<file path="src/rtl/operand_fifo_reader_if.sv">
// Operand FIFO pair / multiplier / result FIFO signal bundle for operand_fifo_reader.
// master = controller side, slave = FIFOs + multiplier side.
interface operand_fifo_reader_if #(
  parameter int DATA = 256
);
  logic            a_empty;
  logic            b_empty;
  logic            a_rd_en;
  logic            b_rd_en;
  logic [DATA-1:0] a_data;
  logic [DATA-1:0] b_data;
  logic            mul_start;
  logic [DATA-1:0] mul_op_a;
  logic [DATA-1:0] mul_op_b;
  logic            mul_done;
  logic [DATA-1:0] mul_result;
  logic            res_full;
  logic            res_wr_en;
  logic [DATA-1:0] res_data;
  logic            busy;
  logic [15:0]     pair_count;

  modport master (
    input  a_empty, b_empty, a_data, b_data, mul_done, mul_result, res_full,
    output a_rd_en, b_rd_en, mul_start, mul_op_a, mul_op_b, res_wr_en, res_data,
           busy, pair_count
  );

  modport slave (
    output a_empty, b_empty, a_data, b_data, mul_done, mul_result, res_full,
    input  a_rd_en, b_rd_en, mul_start, mul_op_a, mul_op_b, res_wr_en, res_data,
           busy, pair_count
  );
endinterface

</file>
<file path="src/rtl/operand_fifo_reader.sv">
// Pops an A/B operand pair, runs one multiply, pushes the product to the result FIFO.
// Latency: 3 cycles from both-non-empty to mul_start; 6-cycle minimum loop with a 1-cycle multiplier.
// Backpressure: holds in WRITE with res_wr_en low while res_full is set; no new pop meanwhile.
module operand_fifo_reader #(
  parameter int DATA = 256
) (
  input  logic                  clk,
  input  logic                  rst_n,
  operand_fifo_reader_if.master m
);
  typedef enum logic [2:0] {
    S_IDLE, S_POP, S_CAPTURE, S_START, S_WAIT, S_WRITE
  } state_t;

  state_t          state_q, state_d;
  logic [DATA-1:0] op_a_q, op_b_q, res_q;
  logic [15:0]     cnt_q;
  logic            wr_fire;

  always_ff @(posedge clk or negedge rst_n) begin
    if (!rst_n) state_q <= S_IDLE;
    else        state_q <= state_d;
  end

  always_comb begin
    state_d = state_q;
    case (state_q)
      S_IDLE:    if (!m.a_empty && !m.b_empty) state_d = S_POP;
      S_POP:     state_d = S_CAPTURE;
      S_CAPTURE: state_d = S_START;
      S_START:   state_d = S_WAIT;
      S_WAIT:    if (m.mul_done) state_d = S_WRITE;
      S_WRITE:   if (!m.res_full) state_d = S_IDLE;
      default:   state_d = S_IDLE;
    endcase
  end

  // Everything but res_wr_en is a pure state decode.
  always_comb begin
    m.a_rd_en   = (state_q == S_POP);
    m.b_rd_en   = (state_q == S_POP);
    m.mul_start = (state_q == S_START);
    m.busy      = (state_q != S_IDLE);
    wr_fire     = (state_q == S_WRITE) && !m.res_full;
    m.res_wr_en = wr_fire;
  end

  // FIFO Data_out is registered, so the popped pair is only valid in CAPTURE.
  always_ff @(posedge clk or negedge rst_n) begin
    if (!rst_n) begin
      op_a_q <= '0;
      op_b_q <= '0;
      res_q  <= '0;
      cnt_q  <= '0;
    end else begin
      if (state_q == S_CAPTURE) begin
        op_a_q <= m.a_data;
        op_b_q <= m.b_data;
      end
      if (state_q == S_WAIT && m.mul_done) res_q <= m.mul_result;
      if (wr_fire) cnt_q <= cnt_q + 16'd1;
    end
  end

  assign m.mul_op_a   = op_a_q;
  assign m.mul_op_b   = op_b_q;
  assign m.res_data   = res_q;
  assign m.pair_count = cnt_q;
endmodule

</file>
<file path="src/flat_wrapper.sv">
// flat-port wrapper written by rule: the top's interface ports become plain ports
module operand_fifo_reader_flat 
#(
  parameter int DATA = 256
)
  (clk, rst_n, m_a_empty, m_b_empty, m_a_data, m_b_data, m_mul_done, m_mul_result, m_res_full, m_a_rd_en, m_b_rd_en, m_mul_start, m_mul_op_a, m_mul_op_b, m_res_wr_en, m_res_data, m_busy, m_pair_count);
  operand_fifo_reader_if #(.DATA(DATA)) m_i ();
  input  logic clk;
  input  logic rst_n;
  input wire logic [$bits(m_i.a_empty)-1:0] m_a_empty;
  input wire logic [$bits(m_i.b_empty)-1:0] m_b_empty;
  input wire logic [$bits(m_i.a_data)-1:0] m_a_data;
  input wire logic [$bits(m_i.b_data)-1:0] m_b_data;
  input wire logic [$bits(m_i.mul_done)-1:0] m_mul_done;
  input wire logic [$bits(m_i.mul_result)-1:0] m_mul_result;
  input wire logic [$bits(m_i.res_full)-1:0] m_res_full;
  output wire logic [$bits(m_i.a_rd_en)-1:0] m_a_rd_en;
  output wire logic [$bits(m_i.b_rd_en)-1:0] m_b_rd_en;
  output wire logic [$bits(m_i.mul_start)-1:0] m_mul_start;
  output wire logic [$bits(m_i.mul_op_a)-1:0] m_mul_op_a;
  output wire logic [$bits(m_i.mul_op_b)-1:0] m_mul_op_b;
  output wire logic [$bits(m_i.res_wr_en)-1:0] m_res_wr_en;
  output wire logic [$bits(m_i.res_data)-1:0] m_res_data;
  output wire logic [$bits(m_i.busy)-1:0] m_busy;
  output wire logic [$bits(m_i.pair_count)-1:0] m_pair_count;
  assign m_i.a_empty = m_a_empty;
  assign m_i.b_empty = m_b_empty;
  assign m_i.a_data = m_a_data;
  assign m_i.b_data = m_b_data;
  assign m_i.mul_done = m_mul_done;
  assign m_i.mul_result = m_mul_result;
  assign m_i.res_full = m_res_full;
  assign m_a_rd_en = m_i.a_rd_en;
  assign m_b_rd_en = m_i.b_rd_en;
  assign m_mul_start = m_i.mul_start;
  assign m_mul_op_a = m_i.mul_op_a;
  assign m_mul_op_b = m_i.mul_op_b;
  assign m_res_wr_en = m_i.res_wr_en;
  assign m_res_data = m_i.res_data;
  assign m_busy = m_i.busy;
  assign m_pair_count = m_i.pair_count;
  operand_fifo_reader #(.DATA(DATA)) u_core (.clk(clk), .rst_n(rst_n), .m(m_i));
endmodule
</file>
<file path="config.mk">
export PLATFORM = sky130hd
export DESIGN_NAME = operand_fifo_reader_flat
export DESIGN_NICKNAME = d
export VERILOG_FILES = /design/src/rtl/operand_fifo_reader_if.sv /design/src/rtl/operand_fifo_reader.sv /design/src/flat_wrapper.sv
export SDC_FILE = /design/constraint.sdc
export NUM_CORES = 1
export LEC_CHECK = 0
export BUFFER_PORTS_ARGS = -buffer_cell sky130_fd_sc_hd__clkbuf_2
export CORE_AREA = 2 2 616 618
export DETAILED_ROUTE_END_ITERATION = 7
export DIE_AREA = 0 0 618 620
export GPL_ROUTABILITY_DRIVEN = 0
export HOLD_SLACK_MARGIN = 0.12
export SLEW_MARGIN = 25
export SYNTH_ARGS = -nofsm -noshare
export SYNTH_HDL_FRONTEND = slang
export SYNTH_SLANG_ARGS = --single-unit
</file>
<file path="constraint.sdc">
create_clock -name clk -period 5.35 [get_ports clk]
set_clock_uncertainty 0.1 [all_clocks]
set_input_delay 1.3375 -clock clk [delete_from_list [all_inputs] [get_ports clk]]
set_output_delay 1.3375 -clock clk [all_outputs]
set_load 0.03 [all_outputs]
</file>
==> impl_metrics.ini, run 1 <==
[timing]
final.min_clock_period_ns = 4.22
clock.fmax_mhz = 237
hold_viol = 0
finalSetupViolations = 0
rsz0062_at_grt = no
setup_tns_ns = 0
maxSlewViolCount = 0
max-slew-margin-rel = 0.368
timing.final.crit_share = 0.789
tightest_slew_ns = 0.948

[synthesis]
muxShareOfSynthArea = 0.295
ys_seq_area_frac = 0.670
synth-edff-count = 0
ys_ff_latch = 787
synth_top_family_by_area = multiplexers
netlist-cell-type-count = 30
synth-xor-area-share = 0.00447
syn_avg_cell_area_um2 = 17.3
synthCells = 1704
yosys.area_share.simple = 0.00775
syn_area_um2 = 29400
synth_compound_area_frac = 0.000553
synthAdderAreaFrac = 0.000426
mappedNetlistNets = 2479
yosys_warnings = 0
synthFlopType = dfrtp_1
async_flop_share = 1.00

[route]
drt_iter0_markers = 1409
wl_per_cell_um = 33.7
met3_length_um = 42300
num_vias = 23552
drt_wl_total_um = 286000
ant_nets = 0
via_per_inst = 2.78
highest_layer = met5
drc = 0
met2_wirelength_um = 143000
wl_met1_um = 85600
drt_first_pass_iters = 5

[clocking]
clock_latency_ns = 0.80
htreeDepth = 3
cts.sinks = 787
clkTransAtPathRegs_ns = 0.06
post_cts_resized = 0
numCtsBuffers = 110
cts_root_buf = clkbuf_16
clockBufferDepth = 4
cts_setup_buffers = 0
cts_tree = done
cts_hold_buffers = 0

[finish]
mostFrequentLayoutCells = clkbuf_2, dfrtp_1, mux2_2, mux2_1, clkbuf_16
drive_gt1_frac = 0.679
area_growth_pct = 60.8
fin_nets = 4105
final_common_cell = clkbuf_2

[floorplanning]
initial_core_util = 0.0779
die_y_um = 620
dieArea_um2 = 383000
rows = 226
dieWidth_um = 618
num_io_pins = 1563
core_um2 = 377000

[run]
drv_cap = 0

[placed_design]
hpwl_um = 258000
numPortBuffers = 1562

[pwr]
p_leak_nw = 21.2
ir_drop_v = 0.000326
cellPowerDensity_nw_per_um2 = 810
power_mw = 38.3

[global_route]
grt_pass1_wl_um = 334000
grt.overflow.total = 0
grt_max_degree = 145
grt_pass1_vias = 22702
antenna_found_initial = 341
grt_usage = 0.144

[setup_path]
crit_arrival_ns = 2.79
worstSetupPathType = input port to output port
critPathSlowestCell = nand4bb_1
critPathBufInv = 3
cpMostUsedCell = clkbuf_2
worstPathRequired_ns = 3.91
crit_fanout = 9
crit_chain = clkbuf_2 > nand4bb_1 > inv_1 > clkbuf_2
start_kind = input port
crit_path_end_kind = output port
max_stage_delay_ns = 0.67
critPathTopFamily = buffers and inverters

[worst_hold_path]
min_path_type = register to register

[run_status]
status = finished clean
-- synthesized netlist by cell type (2+ instances only) --
cell type | number | area share
buf_2 | 12 | 0.0020
buf_4 | 72 | 0.018
buf_6 | 4 | 0.0015
dfrtp_1 | 787 | 0.67
inv_1 | 3 | 0.00038
mux2_1 | 240 | 0.092
mux2_2 | 528 | 0.20
nand2_1 | 8 | 0.0010
nand2b_1 | 2 | 0.00043
nand3_1 | 7 | 0.0012
nand4_1 | 4 | 0.00085
nor2_1 | 3 | 0.00038
nor3_1 | 3 | 0.00051
nor4_1 | 2 | 0.00043
xnor2_1 | 13 | 0.0039
xor2_1 | 2 | 0.00060
-- report_power, final --
group / switching, mW / internal [mW] / leakage [nW]
Clock: 3.23 / 4.69 / 1.84
Combinational: 14.5 / 5.25 / 9.99
Sequential: 1.64 / 8.99 / 9.38
Total: 19.4 / 18.9 / 21.2
-- stage by stage --
step	cells	util	setup slack (ns)	instance area, um2	hold WS (ns)
CTS	8433	0.125	1.11	47200	0.378
global route	8444	0.125	1.04	47200	0.403
finish	8474	0.125	1.13	47300	0.372
global placement	8234	0.115	1.12	43400	0.368
detailed placement	8234	0.115	1.11	43400	0.366
floorplan	1704	-	1.99	29400	0.432
-- final timing paths --
path                                         startpoint                       to  slack [ns]  cells past startpoint
min in group asynchronous                         rst_n   u_core.m.res_data[214]        0.43                      1
worst min register to register  u_core.m.pair_count[15]  u_core.m.pair_count[15]        0.37                      1
worst max register to register        u_core.state_q[0]   u_core.m.mul_op_a[102]        2.68                      4
worst min-delay path            u_core.m.pair_count[15]  u_core.m.pair_count[15]        0.37                      1
max in group asynchronous                         rst_n   u_core.m.mul_op_a[214]        3.42                      2
worst max-delay path                         m_res_full              m_res_wr_en        1.13                      4
-- registers in the layout, summed over array words and instances (netlist names) --
name,count
u_core.m.mul_op_a,256
u_core.m.mul_op_b,256
u_core.m.pair_count,16
u_core.m.res_data,256
u_core.state_q,3
-- metal layers --
metal  track usage  vias to the layer above
li1              -                     9390
met1         0.128                    11537
met2         0.256                     1584
met3        0.0977                      843
met4        0.0494                      198
met5             0                        -
-- kinds of logic after synthesis --
family                   after synthesis
AND/OR/NAND/NOR                       39
multiplexers                         769
XOR/XNOR                              15
buffers and inverters                 91
flip-flops                           787
AO/OA/AOI/OAI                          2
adder cells (fa/ha/maj)                1
-- cell type report --
type / instances / area, um2
Clock buffer: 145 / 3080
Antenna cell: 41 / 103
Fill cell: 42854 / 330000
Clock inverter: 54 / 723
Sequential cell: 787 / 19700
Timing Repair Buffer: 1602 / 8330
Multi-Input combinational cell: 826 / 9060
Inverter: 3 / 11.3
Tap cell: 5016 / 6280
Power figures use the tool's default switching activity.
==> run 2: changes to the inputs <==
Clock period 5.35 ns to 3.6 ns, I/O delays scaled along.
==> run 2 against run 1 <==
  * Non-clock buffer count up 394
  * Sequential cell count unchanged
  * Via count up 5.5%
  * Clock power up 50%
  * Sequential power up 51%
  * Critical path depth down 1
  * First-iteration DRC count down 0.64%
  * Largest cell class unchanged
==> impl_metrics.ini, run 2 (same netlist as run 1, synthesis figures left out) <==
[route]
drt_iter0_markers = 1400
drt_first_pass_iters = 5
wl_per_cell_um = 32.4
num_vias = 24842
via_per_inst = 2.80
drc = 0
ant_nets = 0
drt_wl_total_um = 287000

[floorplanning]
core_um2 = 377000
num_io_pins = 1563
die_y_um = 620
dieArea_um2 = 383000
initial_core_util = 0.0779
rows = 226
dieWidth_um = 618

[clocking]
cts.sinks = 787
cts_root_buf = clkbuf_16
cts_tree = done
clock_latency_ns = 0.81
clkTransAtPathRegs_ns = 0.06
cts_setup_buffers = 0
numCtsBuffers = 108
htreeDepth = 3
clockBufferDepth = 4

[setup_path]
critPathSlowestCell = dfrtp_1
rrSetupSlack_ns = 0.88
r2r_end = u_core.m.mul_op_a[211]
max_stage_delay_ns = 0.90
reg2reg_depth = 4
start_kind = register
crit_fanout = 10
worstPathRequired_ns = 2.60
crit_arrival_ns = 2.53
crit_chain = nand2b_1 > nor2_1 > clkbuf_2
crit_path_end_kind = output port
worstSetupPathType = register to output port
r2r_start = u_core.state_q[0]

[placed_design]
placed_cells = 8246
numPortBuffers = 1562
placed_cell_area_um2 = 43500
hpwl_um = 258000

[global_route]
gr-usage-met2 = 0.262
grt_pass1_wl_um = 338000
grt_max_degree = 159
antenna_found_initial = 322
grt.overflow.total = 0
grt_usage = 0.144
use_met3 = 0.0848
grt_use_met1 = 0.136
busiest_layer = met2
grt_pass1_vias = 24291

[timing]
worst_hold_slack_ns = 0.211
final.min_clock_period_ns = 3.53
rsz0062_at_grt = no
maxSlewViolCount = 0
timing.final.crit_share = 0.982
max-slew-margin-rel = 0.281
hold_viol = 0
tightest_slew_ns = 1.08
clock.fmax_mhz = 283
finalSetupViolations = 0
setup_tns_ns = 0

[finish]
area_growth_pct = 74.5
drive_gt1_frac = 0.611
mostFrequentLayoutCells = clkbuf_2, dfrtp_1, mux2_2, dlygate4sd3_1, mux2_1
final_common_cell = clkbuf_2
fin_area_um2 = 51300
final_cells = 8872
fill_cells = 42531
fin_nets = 4497

[worst_hold_path]
min_to = u_core.m.mul_op_b[219]
min_path_type = input port to register
hold_start = m_b_data[219]
whs_path_depth = 2

[pwr]
ir_drop_v = 0.000487
cellPowerDensity_nw_per_um2 = 1120
p_leak_nw = 22.9
power_mw = 57.4

[run]
drv_cap = 0

[run_status]
status = finished clean
run 2: cell count changes in the layout (fill, tap and decap cells not counted), moves of 3 or more:
cell | before | now
diode_2 | 41 | 50
dlygate4sd3_1 | 0 | 381
bufinv_16 | 13 | 18
inv_8 | 1 | 5
clkinvlp_4 | 10 | 7
buf_4 | 23 | 34
clkbuf_8 | 20 | 14
run 2: routing by layer:
layer | wire [um] | vias up
li1 | - | 10190
met1 | 91300 | 12180
met4 | 10600 | 168
met3 | 37800 | 767
met5 | 1010 | -
met2 | 146000 | 1537
run 2: critical path, delay by kind of cell (launching register included):
kind                   cells  cell delay, ns
flip-flops                 1            0.90
buffers and inverters      1            0.45
AND/OR/NAND/NOR            2            0.34
run 2: worst max path at each step:
stage	to	cells past startpoint	slack [ns]	startpoint
2_1_floorplan	m_res_wr_en	3	1.11	m_res_full
6_report	m_a_rd_en	3	0.07	u_core.state_q[0]
3_5_place_dp	m_res_wr_en	5	0.68	m_res_full
4_1_cts	m_a_rd_en	3	0.04	u_core.state_q[0]
3_3_place_gp	m_res_wr_en	5	0.67	m_res_full
5_1_grt	m_b_rd_en	3	0.01	u_core.state_q[0]
run 2: repair_timing:
item	4_1_cts	5_1_grt
setup endpoints to repair	0	0
hold endpoints to repair	399	0
hold buffers	381	0
resized for setup	0	0
run 2: area by class of cell:
cell class              instances  area, um2  share of cell area
flip-flops and latches        787      19700               0.384
clock buffers                 139       2980              0.0581
well taps                    5016       6280               0.122
diodes                         50        125             0.00244
clock inverters                55        863              0.0168
repair buffers               1996      12300               0.239
inverters                       3       11.3            0.000220
multi-input cells             826       9060               0.177
run 2: report_power, final:
| group | switching [mW] | total, mW | internal [mW] |
|---|---|---|---|
| registers | 2.63 | 16.0 | 13.4 |
| clock network | 4.71 | 11.9 | 7.17 |
| logic | 21.4 | 29.5 | 8.11 |
run 2: through the flow:
step | setup WS [ns] | util
6_report | 0.0650 | 0.136
5_1_grt | 0.0130 | 0.136
4_1_cts | 0.0367 | 0.136
3_5_place_dp | 0.684 | 0.115
3_3_place_gp | 0.674 | 0.115
2_1_floorplan | 1.11 | -
==> run 3: changes to the inputs <==
Settings changed: GPL_TIMING_DRIVEN set to 0.
==> run 3 against run 2 <==
  * Clock power decreased by 11%
  * Critical endpoint is now m_b_rd_en
  * Die area unchanged
  * Utilization about the same
  * Total power grew 0.12%
==> impl_metrics.ini, run 3 (same netlist as run 1, synthesis figures left out) <==
[timing]
hold_viol = 0
maxSlewViolCount = 0
clock.fmax_mhz = 310
worst_hold_slack_ns = 0.215
final.min_clock_period_ns = 3.22
timing.final.crit_share = 0.895
tightest_slew_ns = 0.710
max-slew-margin-rel = 0.528
setup_tns_ns = 0
finalSetupViolations = 0
rsz0062_at_grt = no

[floorplanning]
dieWidth_um = 618
dieArea_um2 = 383000
core_um2 = 377000
num_io_pins = 1563
die_y_um = 620
initial_core_util = 0.0779
rows = 226

[clocking]
post_cts_resized = 0
numCtsBuffers = 103
cts.sinks = 787
cts_tree = done
cts_root_buf = clkbuf_16
cts_setup_buffers = 0
clockBufferDepth = 4
htreeDepth = 3
cts_hold_buffers = 420
clkTransAtPathRegs_ns = 0.06
clock_latency_ns = 0.83

[setup_path]
crit_arrival_ns = 2.22
worstPathRequired_ns = 2.60
worstSetupPathType = register to output port
critPathTopFamily = buffers and inverters
start_kind = register
max_stage_delay_ns = 0.42
critPathBufInv = 2
critPathSlowestCell = dfrtp_1
crit_path_end_kind = output port
crit_chain = nand2b_1 > nor2_1 > buf_4 > clkbuf_2
crit_fanout = 7

[run_status]
status = finished clean

[finish]
area_growth_pct = 75.1
final_common_cell = clkbuf_2
drive_gt1_frac = 0.606
regArea_um2 = 19700
mostFrequentLayoutCells = clkbuf_2, dfrtp_1, mux2_2, dlygate4sd3_1, mux2_1
fin_area_um2 = 51500
multi_input_area_um2 = 9050
finalCoreUtilization = 0.136
fin_nets = 4578
fill_cells = 42490

[global_route]
grt_usage = 0.146
grt_pass1_vias = 25097
grt.overflow.total = 0
antenna_found_initial = 228
grt_max_degree = 82
grt_pass1_wl_um = 345000

[placed_design]
placed_cell_area_um2 = 43800
hpwl_um = 263000
numPortBuffers = 1562

[route]
via_per_inst = 2.83
drt_wl_total_um = 292000
drc = 0
drt_iter0_markers = 1539
ant_nets = 0
num_vias = 25321
wl_per_cell_um = 32.7
drt_first_pass_iters = 5

[pwr]
ir_drop_v = 0.000597
cellPowerDensity_nw_per_um2 = 1120
p_leak_nw = 23.1
power_mw = 57.5

[run]
drv_cap = 0

[worst_hold_path]
min_path_type = input port to register
## run 3: worst paths after layout
| check | end | from | slack, ns | depth (start not counted) |
|---|---|---|---|---|
| worst max-delay path | m_b_rd_en | u_core.state_q[1] | 0.38 | 4 |
| worst min-delay path | u_core.m.res_data[147] | m_mul_result[147] | 0.22 | 2 |
| worst max register to register | u_core.m.mul_op_b[180] | u_core.state_q[0] | 0.99 | 6 |
| worst min register to register | u_core.m.pair_count[15] | u_core.m.pair_count[15] | 0.38 | 1 |
| max in group asynchronous | u_core.m.mul_op_a[161] | rst_n | 0.41 | 7 |
| min in group asynchronous | u_core.m.res_data[244] | rst_n | 0.49 | 2 |
## run 3: routing by layer
metal | vias to the layer above | GRT usage | wire length (um) | share of wire
met5 | - | 0 | 689 | 0.0024
met4 | 106 | 0.0569 | 14300 | 0.049
met3 | 635 | 0.0759 | 34800 | 0.12
met2 | 1509 | 0.262 | 147000 | 0.50
met1 | 12747 | 0.142 | 95000 | 0.33
li1 | 10324 | - | - | -
## run 3: metrics by stage
step / setup WS (ns) / cells
5_1_grt: 0.146 / 8912
2_1_floorplan: 1.11 / 1704
3_3_place_gp: -19.64 / 8282
4_1_cts: 0.151 / 8890
6_report: 0.377 / 8939
3_5_place_dp: 0.119 / 8294
## run 3: area by class of cell
class | count | area share
sequential | 787 | 0.383
antenna | 49 | 0.00238
timing repair buffer | 1994 | 0.240
buffer | 88 | 0.0125
inverter | 3 | 0.000219
clock inverter | 39 | 0.00948
clock buffer | 137 | 0.0551
tap | 5016 | 0.122
multi-input combinational | 826 | 0.176
## run 3: report_power, final
group / switching [mW] / internal (mW) / total [mW]
logic: 22.5 / 8.34 / 30.9
registers: 2.61 / 13.4 / 16.0
clock network: 4.56 / 6.05 / 10.6
